--- src/rtl/pattern_pkg.sv ---
// Shared definitions for the pattern recorder/replayer controller.
package pattern_pkg;

  // Controller state encoding, also exported on the state port.
  typedef enum logic [1:0] {
    IDLE   = 2'd0,
    RECORD = 2'd1,
    ARM    = 2'd2,
    PLAY   = 2'd3
  } state_e;

  // Default depth of the external pattern memory, in entries.
  localparam int unsigned MAX_LEN_DEFAULT = 255;

endpackage : pattern_pkg

--- src/rtl/pattern_ctrl.sv ---
// Pattern controller: records a byte stream into an external memory and
// hands the recorded length to an external replayer for looped playback.
module pattern_ctrl
  import pattern_pkg::*;
#(
  parameter int unsigned MAX_LEN = MAX_LEN_DEFAULT
) (
  input  logic       clk,
  input  logic       rst_n,
  input  logic       btn_record,
  input  logic       btn_play,
  input  logic       btn_stop,
  input  logic       wr_valid,
  input  logic [7:0] wr_data,
  output logic       wr_ready,
  output logic       mem_we,
  output logic       mem_re,
  output logic [7:0] mem_addr,
  output logic [7:0] mem_wdata,
  output logic       rep_start,
  output logic       rep_enable,
  output logic [7:0] rep_limit,
  input  logic       rep_read,
  input  logic [7:0] rep_addr,
  output logic [1:0] state,
  output logic [7:0] count,
  output logic       full
);

  localparam logic [7:0] MaxCnt = 8'(MAX_LEN);

  state_e     state_q, state_d;
  logic [7:0] count_q, count_d;
  logic       xfer;

  // Record-stream handshake; count doubles as the write pointer.
  always_comb begin
    wr_ready = (state_q == RECORD) && (count_q < MaxCnt);
    xfer     = wr_valid && wr_ready;
  end

  // Next state and next count; stop beats record beats play.
  always_comb begin
    state_d = state_q;
    count_d = count_q;
    if (btn_stop) begin
      state_d = IDLE;
    end else if (btn_record) begin
      state_d = RECORD;
      count_d = '0;
    end else begin
      if (xfer) begin
        count_d = count_q + 8'd1;
      end
      unique case (state_q)
        // Play is judged on the count including a same-cycle write, so
        // the length handed to the replayer already contains that entry.
        IDLE, RECORD: if (btn_play && (count_d != '0)) state_d = ARM;
        ARM:          state_d = PLAY;
        default:      ;
      endcase
    end
  end

  // State and count registers.
  always_ff @(posedge clk or negedge rst_n) begin
    if (!rst_n) begin
      state_q <= IDLE;
      count_q <= '0;
    end else begin
      state_q <= state_d;
      count_q <= count_d;
    end
  end

  // Memory port muxing and replayer handoff.
  always_comb begin
    mem_we     = xfer;
    mem_re     = 1'b0;
    mem_addr   = '0;
    mem_wdata  = xfer ? wr_data : '0;
    rep_start  = (state_q == ARM);
    rep_enable = (state_q == PLAY);
    unique case (state_q)
      RECORD: mem_addr = count_q;
      PLAY: begin
        mem_addr = rep_addr;
        mem_re   = rep_read;
      end
      default: ;
    endcase
  end

  // Status outputs.
  always_comb begin
    state     = state_q;
    count     = count_q;
    rep_limit = count_q;
    full      = (count_q == MaxCnt);
  end

endmodule : pattern_ctrl

--- config.mk ---
export PLATFORM = sky130hd
export DESIGN_NAME = pattern_ctrl
export DESIGN_NICKNAME = d
export VERILOG_FILES = /design/src/rtl/pattern_pkg.sv /design/src/rtl/pattern_ctrl.sv
export SDC_FILE = /design/constraint.sdc
export NUM_CORES = 1
export LEC_CHECK = 0
export ABC_AREA = 1
export ABC_CLOCK_PERIOD_IN_PS = 3200
export BUFFER_PORTS_ARGS = -buffer_cell sky130_fd_sc_hd__buf_2
export CORE_ASPECT_RATIO = 1.4
export CORE_MARGIN = 8
export CORE_UTILIZATION = 46
export CTS_CLUSTER_DIAMETER = 80
export DETAILED_ROUTE_END_ITERATION = 10
export PLACE_DENSITY = 0.95
export SYNTH_ARGS = -nofsm -noshare
export SYNTH_HDL_FRONTEND = slang
export SYNTH_SLANG_ARGS = --single-unit
--- constraint.sdc ---
create_clock -name clk -period 3.2 [get_ports clk]
set_clock_uncertainty 0.1 [all_clocks]
set_input_delay 0.64 -clock clk [delete_from_list [all_inputs] [get_ports clk]]
set_output_delay 0.64 -clock clk [all_outputs]
set_load 0.01 [all_outputs]
# Word-level counts from Yosys, hierarchy flattened
# Index checks and enable logic that the tools add are counted.
# W data, S select, Z words.
# word_totals
wordCells	28
inputBits	23
register_bits	10
output_inout_bits	40
# op_classes
n_addsub	1
n_mux	11
n_lt_le_gt_ge	1
reduce_logical	8
eq_ne	5
# ops
op	count
$mux W8	5
$pmux W8 S2	1
$add A8 B1 Y8 const B	1
$eq A8 B8 Y1 const B	1
$lt A8 B8 Y1 const B	1
$reduce_bool A8 Y1	1
$mux W2	3
$eq A2 B2 Y1 const B	2
$ne A4 B4 Y1 const B	1
$pmux W2 S2	1
$reduce_bool A4 Y1	1
$logic_and A1 B1 Y1	3
$eq A2 B1 Y1 const B	1
$logic_not A2 Y1	1
$reduce_and A2 Y1	1
$reduce_or A2 Y1	1
$mux W1	1

# Longest topological paths before layout
# Gate-level depths: netlist of the first run.
# depth
ltp_word	12
mapped_depth	14
mapped_depth_nobuf	14

# Worst setup path after synthesis of the first run
# No wires, ideal clock.
# synth_path
kind	reg2out
start	reg count_q[0] (netlist: count[0])
end	out mem_wdata[0]
path_stages_with_launch	8
n_path_buf	1
required_time_ns	2.460
setup_slack_ns	1.072
arrival_ns	1.388
path_cell_list	dfrtp_1 -> ha_1 -> inv_2 -> nor2_4 -> nand2_4 -> nand3_4 -> buf_8 -> nor2_1
# synth_via
elab_chain_cells	4
# synth_rtl
element	line_no	source
start: declaration	pattern_ctrl.sv:33	logic [7:0] count_q, count_d;
start signal: assignment	pattern_ctrl.sv:72	count_q <= count_d;
$lt A8 B8 Y1	pattern_ctrl.sv:38	wr_ready = (state_q == RECORD) && (count_q < MaxCnt);
$logic_and A1 B1 Y1	pattern_ctrl.sv:38	
$logic_and A1 B1 Y1	pattern_ctrl.sv:39	xfer = wr_valid && wr_ready;
$mux W8	pattern_ctrl.sv:81	mem_wdata = xfer ? wr_data : '0;
end: declaration	pattern_ctrl.sv:19	output logic [7:0] mem_wdata,
# No other way between the ends.

# Worst setup path in the final report of the first run
# layout_path
start	reg count_q[0] (netlist: count[0])
end	out mem_wdata[1]
# Same word-level chain as after synthesis.

==> run metrics, run 1 <==
setup violators final=0; Gate Count Post-Synth=168; Ant. Diodes=0; Syn Nets=between 150 and 200; nets=250; share of cells above drive strength 1=0.364; DR WL/cell=12.7 um; Area Overhead vs Synth=29.4%; syn avg cell area=6.06 um2; setup ws final=0.697 ns; # clock sinks=10; Multi-input gate area=562 um2; sequential share of power=0.397; RD Place Congestion=0.866; Tot GR Track Use=0.151; row cnt=20; maximum buffer depth of the clock tree=2; Yosys reg bits=10; core box area=2130 um2; Ys Warns=0; number of synthesized flops with an enable pin=0; Final min period=approximately 2.5 ns; Tcrit/Tclk final=0.782; crit-path max cell delay=0.47 ns; HP Class=in2async; post-synth top area share=0.246; Synth area leaders=dfrtp_1, nand2_1, inv_1, nor2_1, buf_4; maximum fanout along the worst path=15; power share of the clock group=0.317; Ports=63; Tot Pwr=around 0.35 mW; PortBufs=62; Pleak=0.859 nW; Mapped Area=1020 um2; sw frac=0.320; fin area=~1300 um2; CP startpoint kind=flip-flop; CTS tree=yes; Non-Filler Instances=between 200 and 250; full die area=4000 um2; Relative slew margins=0.789; Post-DP HPWL=2640 um; Async S/R FF share, synth=1.00; crit path kind=reg2out; Comb power frac=0.286; Initial Util=0.479; Final Max Tran Viols=0; sequential fraction of the synthesis area=0.246; Core Util, Final=0.619; Place WS=0.981 ns; post-cts resize count=0; # H-tree levels=1; Overflow after GRT=0; Via density=4.92; Clock transition at path regs=0.06 ns; Setup Buffers After CTS=0; synth cell count leaders=nand2_1, inv_1, nor2_1; vias=1215; smallest hold slack=0.121 ns; Max VDD drop=239 uV; initial antenna violation count=0; Synth area leader=dfrtp_1; RSZ-0062 raised after global routing=false; drt pass-1 iters=4; hold buffers post-CTS=0; CTS buffer count=3; DRT antenna net count=0; drc violations=0; crit path DAT=1.76 ns; setup_tns=0 ns; FF+latch area=250 um2; final hold violations=0; worst path cell trace=ha_1 > inv_2 > nor2_4 > nand2_4 > nand3_4 > nor2_1 > buf_2; Die H=~72 um; drt total wl=3130 um; Sw Pwr=roughly 0.11 mW; filler instances=224; CTS root buf=clkbuf_4; CP max stage cell=dfrtp_1; Iteration-0 DRC Markers=36; largest net degree at the start of global routing=16; outcome=finished clean; Fmax achieved=~400 MHz; area post-placement=1280 um2; Worst EP required=2.46 ns; first-pass GRT wire length=about 5200 um; dpl cells=243; Die X=55.8 um; Main synth FF type=dfrtp_1; measured slew at the worst slew-check pin=0.315 ns; Power Density=~270 nW/um2; P_int=0.238 mW; Worst Setup End Kind=primary output; vias in the first global route=1214; clock latency on the worst-skew pair=0.26 ns; maxcap violations=0; most frequent cell after synthesis=nand2_1; post-synth cell types=21
power groups by stage:
stage	logic, mW	clock network [mW]	registers [mW]
3_3_place_gp	0.0979	0	0.141
2_1_floorplan	0.0600	0	0.142
5_1_grt	0.112	0.126	0.140
6_report	0.100	0.111	0.139
3_5_place_dp	0.101	0	0.141
4_1_cts	0.101	0.115	0.139
per-layer routing:
layer	vias to the layer above	wire length, um	GRT usage
met3	11	251	0.0495
met1	527	1160	0.142
li1	628	-	-
met5	-	0	0
met4	0	89	0.0824
met2	49	1620	0.280
final cells by class:
class	count	share of cell area
well taps	22	0.0209
inverters	35	0.0997
flip-flops and latches	10	0.190
clock buffers	4	0.0275
repair buffers	62	0.236
multi-input cells	114	0.426
final timing paths:
kind	from	to	slack (ns)	cells after the start
setup / recovery	count[0]	mem_wdata[1]	0.70	7
hold / removal	rst_n	count[2]	0.12	1
setup reg to reg	count[0]	state[0]	1.13	13
hold reg to reg	count[7]	count[7]	0.56	2
max in group asynchronous	rst_n	count[3]	2.68	1
min in group clk	btn_record	state[0]	0.54	3
cell usage in the layout (no fill, tap or decap), drive strengths merged:
cell type | netlist | final
clkbuf | 0 | 4
nand2 | 57 | 57
a21oi | 1 | 1
buf | 9 | 62
nor2 | 22 | 22
nand4 | 8 | 8
o21ai | 13 | 13
clkinv | 1 | 1
ha | 1 | 1
nand3 | 8 | 8
dfrtp | 10 | 10
inv | 34 | 34
o22ai | 4 | 4
cell families after synthesis:
family | Yosys count | share of synthesized area
AO/OA/AOI/OAI | 18 | 0.0970
adder cells (fa/ha/maj) | 1 | 0.0123
flip-flops | 10 | 0.246
buffers and inverters | 44 | 0.203
AND/OR/NAND/NOR | 95 | 0.442
worst max-delay path, delay by kind of cell (launching register included):
kind | cells | cell delay [ns]
AND/OR/NAND/NOR | 4 | 0.47
flip-flops | 1 | 0.47
adder cells (fa/ha/maj) | 1 | 0.30
buffers and inverters | 2 | 0.24
sequential cells by signal, summed over array words and instances (netlist names):
name,count
count,8
state,2
(Power assumes the default switching activity.)
==> run 2: changes to the inputs <==
- ABC_CLOCK_PERIOD_IN_PS: 3200 -> 2100
- CORE_UTILIZATION: 46 -> 38
- PLACE_DENSITY: 0.95 -> 0.86
- clock period: 3.2 -> 2.1 ns (I/O delays scaled with it)
==> run metrics, run 2 (synthesized netlist as in run 1, its figures left out) <==
outcome=finished clean; core box area=2590 um2 (+22%); # H-tree levels=1 (unchanged); HP Start=btn_record; clock latency on the worst-skew pair=0.27 ns (about the same); CP max stage cell=dfrtp_1; largest net degree at the start of global routing=11 (-5); Worst R2R Setup Slack=0.21 ns (-0.92 ns); first-pass GRT wire length=5300 um (+2.4%); Max VDD drop=345 uV (+44%); share of cells above drive strength 1=0.403 (+0.0381); Pleak=0.900 nW (+4.8%); CP startpoint kind=flip-flop; crit-path max cell delay=0.42 ns (-0.05 ns); # clock sinks=10 (unchanged); RSZ-0062 raised after global routing=true; vias in the first global route=1239 (+2.1%); R2R Path End=state[0]; Worst EP required=1.58 ns (-0.88 ns); Iteration-0 DRC Markers=56 (+56%); dpl cells=260 (+7.0%); maximum buffer depth of the clock tree=2 (unchanged); Tot Pwr=0.517 mW (+48%); CTS tree=yes; Worst Setup End Kind=primary output; Power Density=361 nW/um2 (+36%); Relative slew margins=0.767 (-0.0218); origin of the critical flop-to-flop path=count[1]; DRT antenna net count=0 (unchanged); drt total wl=3400 um (+8.8%); setup violators final=0 (unchanged); nets=262 (+4.8%); Worst Hold End=state[0]; PortBufs=62 (unchanged); most frequent cells in the layout=buf_2, nand2_1, inv_1; Min-Delay Path Depth=3; CTS root buf=clkbuf_4; drt pass-1 iters=4 (unchanged); row cnt=22 (+10%); RD Place Congestion=0.916 (+5.9%); CTS buffer count=3 (unchanged); HP Class=in2reg; Die X=59.8 um (+7.2%); crit path DAT=1.50 ns (-0.26 ns); crit path kind=reg2out; vias=1280 (+5.3%); Fmax achieved=494 MHz; Post-DP HPWL=2700 um (+2.1%); Bufs and invs on worst path=2 (unchanged); DR WL/cell=12.5 um (-1.2%); Die H=77.3 um (+7.8%); maxcap violations=0 (unchanged); initial antenna violation count=0 (unchanged); Via density=4.71 (-4.3%); Multi-input gate area=584 um2 (+4.0%); Ports=63 (unchanged); Clock transition at path regs=0.06 ns (about the same); Ant. Diodes=0 (unchanged); area post-placement=1320 um2 (+3.1%); measured slew at the worst slew-check pin=0.348 ns (+0.0326 ns); Top delay family on crit path=flip-flops; maximum fanout along the worst path=9 (-6); Final Max Tran Viols=0 (unchanged); Tcrit/Tclk final=0.963; FF-to-FF path depth=14 (+1); fin area=1430 um2 (+8.7%); Area Overhead vs Synth=40.7%; FF+latch area=250 um2 (unchanged); Tot GR Track Use=0.139 (-0.0124); drc violations=0 (unchanged); filler instances=261 (+17%); worst path cell trace=ha_2 > inv_2 > nor2_4 > nand2_4 > nand3_4 > nor2_1 > buf_2; most common cell after layout, fill and taps aside=buf_2; Initial Util=0.394 (-0.0852); Non-Filler Instances=272 (+10%); final hold violations=0 (unchanged); Overflow after GRT=0 (unchanged); Final min period=2.02 ns; full die area=4620 um2 (+15%); max reg flops=8 (unchanged); setup_tns=0 ns (unchanged)
run 2: cell types whose count changed in the layout (fill, tap and decap cells not counted):
cell | previous run | this run
inv_1 | 28 | 27
ha_1 | 1 | 0
nor2_2 | 0 | 1
buf_4 | 0 | 10
ha_2 | 0 | 1
clkinvlp_4 | 0 | 1
dlygate4sd3_1 | 0 | 1
nand3_4 | 1 | 2
clkbuf_8 | 1 | 0
nor2_1 | 19 | 18
run 2: cell type report:
| cell class | count | share of cell area |
|---|---|---|
| clock buffer | 3 | 0.0157 |
| multi-input combinational | 115 | 0.408 |
| timing repair buffer | 73 | 0.276 |
| sequential | 10 | 0.175 |
| tap | 36 | 0.0314 |
| inverter | 35 | 0.0943 |
run 2: power breakdown:
group          switching, mW  leakage (nW)  internal (mW)
sequential           0.00913         0.137          0.200
combinational          0.105         0.749         0.0749
clock                 0.0617        0.0138         0.0660
total                  0.176         0.900          0.341
run 2: worst max-delay path by stage:
| stage | to | startpoint | cells past startpoint | slack [ns] |
|---|---|---|---|---|
| 2_1_floorplan | mem_wdata[0] | count[0] | 7 | 0.19 |
| 4_1_cts | mem_wdata[6] | count[1] | 7 | 0.02 |
| 3_5_place_dp | mem_wdata[6] | count[1] | 7 | 0.20 |
| 5_1_grt | mem_wdata[2] | count[1] | 7 | -0.003 |
| 3_3_place_gp | mem_wdata[0] | count[1] | 7 | 0.26 |
| 6_report | mem_wdata[6] | count[1] | 7 | 0.08 |
run 2: repair_timing:
| item | in CTS | in global routing |
|---|---|---|
| hold endpoints to repair | 10 | 0 |
| setup buffers | 1 | 6 |
| cloned | 0 | 1 |
| pin swaps | 0 | 2 |
| resized for setup | 1 | 3 |
| hold buffers | 1 | 0 |
| setup endpoints to repair | 9 | 9 |
run 2: worst register-to-register path, cell delays in order, from the launching register on:
cell and delay [ns]:
dfrtp_1 0.40, ha_2 0.25, inv_2 0.06, nor2_4 0.11, nand2_4 0.10, nand3_4 0.11
buf_4 0.15, nand2_1 0.05, nand2_1 0.08, nand3_1 0.07, nor2_1 0.11, nand2_1 0.07
nand2_2 0.07, nand2_1 0.05, nand2_1 0.05
run 2: layer usage:
layer  part of all wire  GRT usage
met2               0.50      0.239
met3              0.087     0.0384
met1               0.39      0.151
met5                  0          0
met4              0.018     0.0576
run 2: through the flow:
step | utilization | hold slack (ns) | setup slack, ns
finish | 0.554 | 0.304 | 0.0772
global route | 0.554 | 0.327 | -0.00320
CTS | 0.527 | 0.310 | 0.0164
detailed placement | 0.511 | 0.193 | 0.198
global placement | 0.511 | 0.185 | 0.264
floorplan | - | 0.0244 | 0.192
==> run 3: changes to the inputs <==
- ABC_AREA: 1 -> 0
- CORE_UTILIZATION: 38 -> 39
- PLACE_DENSITY: 0.86 -> 0.87
==> run metrics, run 3 <==
outcome=complete, but fails checks; failing checks=setup timing; # H-tree levels=1 (unchanged); Iteration-0 DRC Markers=44 (-21%); vias in the first global route=1182 (-4.6%); Power Density=416 nW/um2 (+15%); maxcap violations=0 (unchanged); most frequent cell after synthesis=nor2_1; Post-DP HPWL=2650 um (-1.8%); Die H=78.3 um (+1.3%); Initial Util=0.409 (+0.0150); Non-Filler Instances=229 (-16%); Async S/R FF share, synth=1.00 (unchanged); Place WS=0.113 ns (-0.0841 ns); worst path cell trace=ha_4 > nand4_4 > o21a_4 > buf_6 > and2_1 > buf_2; Synth area leaders=dfrtp_1, mux2i_1, buf_4, and2_1, nor2b_1; Synth area leader=dfrtp_1; number of synthesized flops with an enable pin=0 (unchanged); most common cell after layout, fill and taps aside=buf_2; setup ws final=-0.0400 ns (-0.117 ns); CP max stage cell=dfrtp_2; crit path DAT=1.62 ns (+0.12 ns); drt total wl=3420 um (+0.62%); initial antenna violation count=0 (unchanged); sw frac=0.351 (+0.0101); maximum buffer depth of the clock tree=2 (unchanged); nets=218 (-17%); syn avg cell area=8.31 um2 (+37%); Via density=5.17 (+9.9%); most frequent cells in the layout=buf_2, buf_4, nor2_1; post-synth top area share=0.232 (-0.0140); Clock transition at path regs=0.08 ns (+0.02 ns); drt pass-1 iters=4 (unchanged); largest net degree at the start of global routing=16 (+5); Gate Count Post-Synth=130 (-23%); Worst Setup End Kind=primary output; Overflow after GRT=0 (unchanged); first-pass GRT wire length=5070 um (-4.3%); Tot GR Track Use=0.134 (-0.00457); vias=1184 (-7.5%); drc violations=0 (unchanged); RD Place Congestion=0.943 (+2.9%); HP Class=in2reg; Sw Pwr=0.216 mW (+22%); Die X=60.5 um (+1.2%); CTS tree=yes; crit-path max cell delay=0.40 ns (-0.02 ns); Ant. Diodes=0 (unchanged); Syn Nets=154 (-20%); Final min period=2.14 ns (+0.117 ns); sequential fraction of the synthesis area=0.232 (-0.0140); DRT antenna net count=0 (unchanged); Mapped Area=1080 um2 (+6.0%); post-synth cell types=39 (+86%); Ports=63 (unchanged); Fmax achieved=467 MHz (-5.5%); Bufs and invs on worst path=2 (unchanged); maximum fanout along the worst path=7 (-2); Top delay family on crit path=flip-flops; Pleak=0.799 nW (-11%); clock latency on the worst-skew pair=0.29 ns (+0.02 ns); CP startpoint kind=flip-flop; setup violators final=2 (+2); path length in cells of the critical path=6 (-1); Main synth FF type=dfrtp_1; RSZ-0062 raised after global routing=true; full die area=4730 um2 (+2.5%); row cnt=22 (unchanged); smallest hold slack=0.266 ns (-0.0381 ns); Max VDD drop=344 uV (-0.25%); Tcrit/Tclk final=1.02 (+0.0558); DR WL/cell=14.9 um (+20%); core box area=2640 um2 (+2.1%); sequential share of power=0.350 (-0.054); Min-Delay Path Depth=2 (-1); Area Overhead vs Synth=36.8%; Comb power frac=0.399 (+0.050); Worst EP required=1.58 ns (about the same); Core Util, Final=0.559 (+0.00551); measured slew at the worst slew-check pin=0.347 ns (-0.000902 ns); crit path kind=reg2out; # clock sinks=10 (unchanged); Final Max Tran Viols=0 (unchanged); power share of the clock group=0.251 (+0.004); share of cells above drive strength 1=0.497 (+0.0949); Ys Warns=0 (unchanged); P_int=0.398 mW (+17%); Yosys reg bits=10 (unchanged); PortBufs=62 (unchanged); FF-to-FF path depth=7 (-7); CTS buffer count=3 (unchanged); Relative slew margins=0.768 (about the same); final hold violations=0 (unchanged); max reg flops=8 (unchanged); dpl cells=219 (-16%); CTS root buf=clkbuf_4; Tot Pwr=0.614 mW (+19%)
-- run 3: cell count changes after synthesis, sizes merged, moves of 5 or more --
cell / delta
and2: +10
clkbuf: +6
inv: -31
mux2i: +10
nand2: -49
nand4: -5
nor2: -9
nor2b: +10
o21ai: -5
-- run 3: cells by family (layout without fill, tap and decap cells) --
| family | count (synthesis) | in the layout | share of synthesized area |
|---|---|---|---|
| muxes | 11 | 11 | 0.103 |
| AOI/OAI and AO/OA | 22 | 22 | 0.139 |
| and+or+nand+nor | 63 | 63 | 0.343 |
| adders and majority gates | 1 | 1 | 0.0116 |
| xor gates and xnor gates | 1 | 1 | 0.00811 |
| DFF | 10 | 10 | 0.232 |
| buffers and inverters | 22 | 85 | 0.163 |
-- run 3: area by class of cell --
cell class / instances / area (um2)
timing repair buffer: 78 / 455
multi-input combinational: 98 / 687
inverter: 3 / 11.3
clock buffer: 4 / 26.3
sequential: 10 / 253
tap: 36 / 45.0
fill: 260 / 1160
-- run 3: metrics by stage --
stage	setup TNS [ns]	area, um2
detailed placement	0	1350
global placement	0	1350
global route	-0.179	1480
floorplan	0	1080
finish	-0.0721	1480
CTS	0	1400
-- run 3: path summary, 6_finish.rpt --
| path | from | endpoint | slack (ns) |
|---|---|---|---|
| setup reg to reg | count[1] | state[1] | 0.07 |
| min in group asynchronous | rst_n | count[0] | 0.42 |
| hold reg to reg | count[5] | count[5] | 0.51 |
| setup / recovery | count[1] | mem_wdata[1] | -0.04 |
| max in group asynchronous | rst_n | count[5] | 1.25 |
| hold / removal | btn_play | state[0] | 0.27 |
-- run 3: routing by layer --
| layer | part of all wire | track usage | wire length, um |
|---|---|---|---|
| met4 | 0.020 | 0.0492 | 67 |
| met2 | 0.48 | 0.234 | 1640 |
| met3 | 0.10 | 0.0375 | 347 |
| met1 | 0.40 | 0.148 | 1370 |
| met5 | 0 | 0 | 0 |
-- run 3: timing repair --
action	in CTS	in global routing
pin swaps	1	7
setup endpoints to repair	9	10
hold buffers	1	0
gates resized for setup	3	9
cloned	0	0
hold endpoints to repair	10	0
setup buffers	0	5
-- run 3: power groups by stage --
stage	combinational (mW)	sequential, mW	clock, mW
floorplan	0.145	0.223	0
global placement	0.218	0.215	0
detailed placement	0.223	0.216	0
CTS	0.229	0.215	0.147
global route	0.266	0.215	0.161
finish	0.245	0.215	0.154
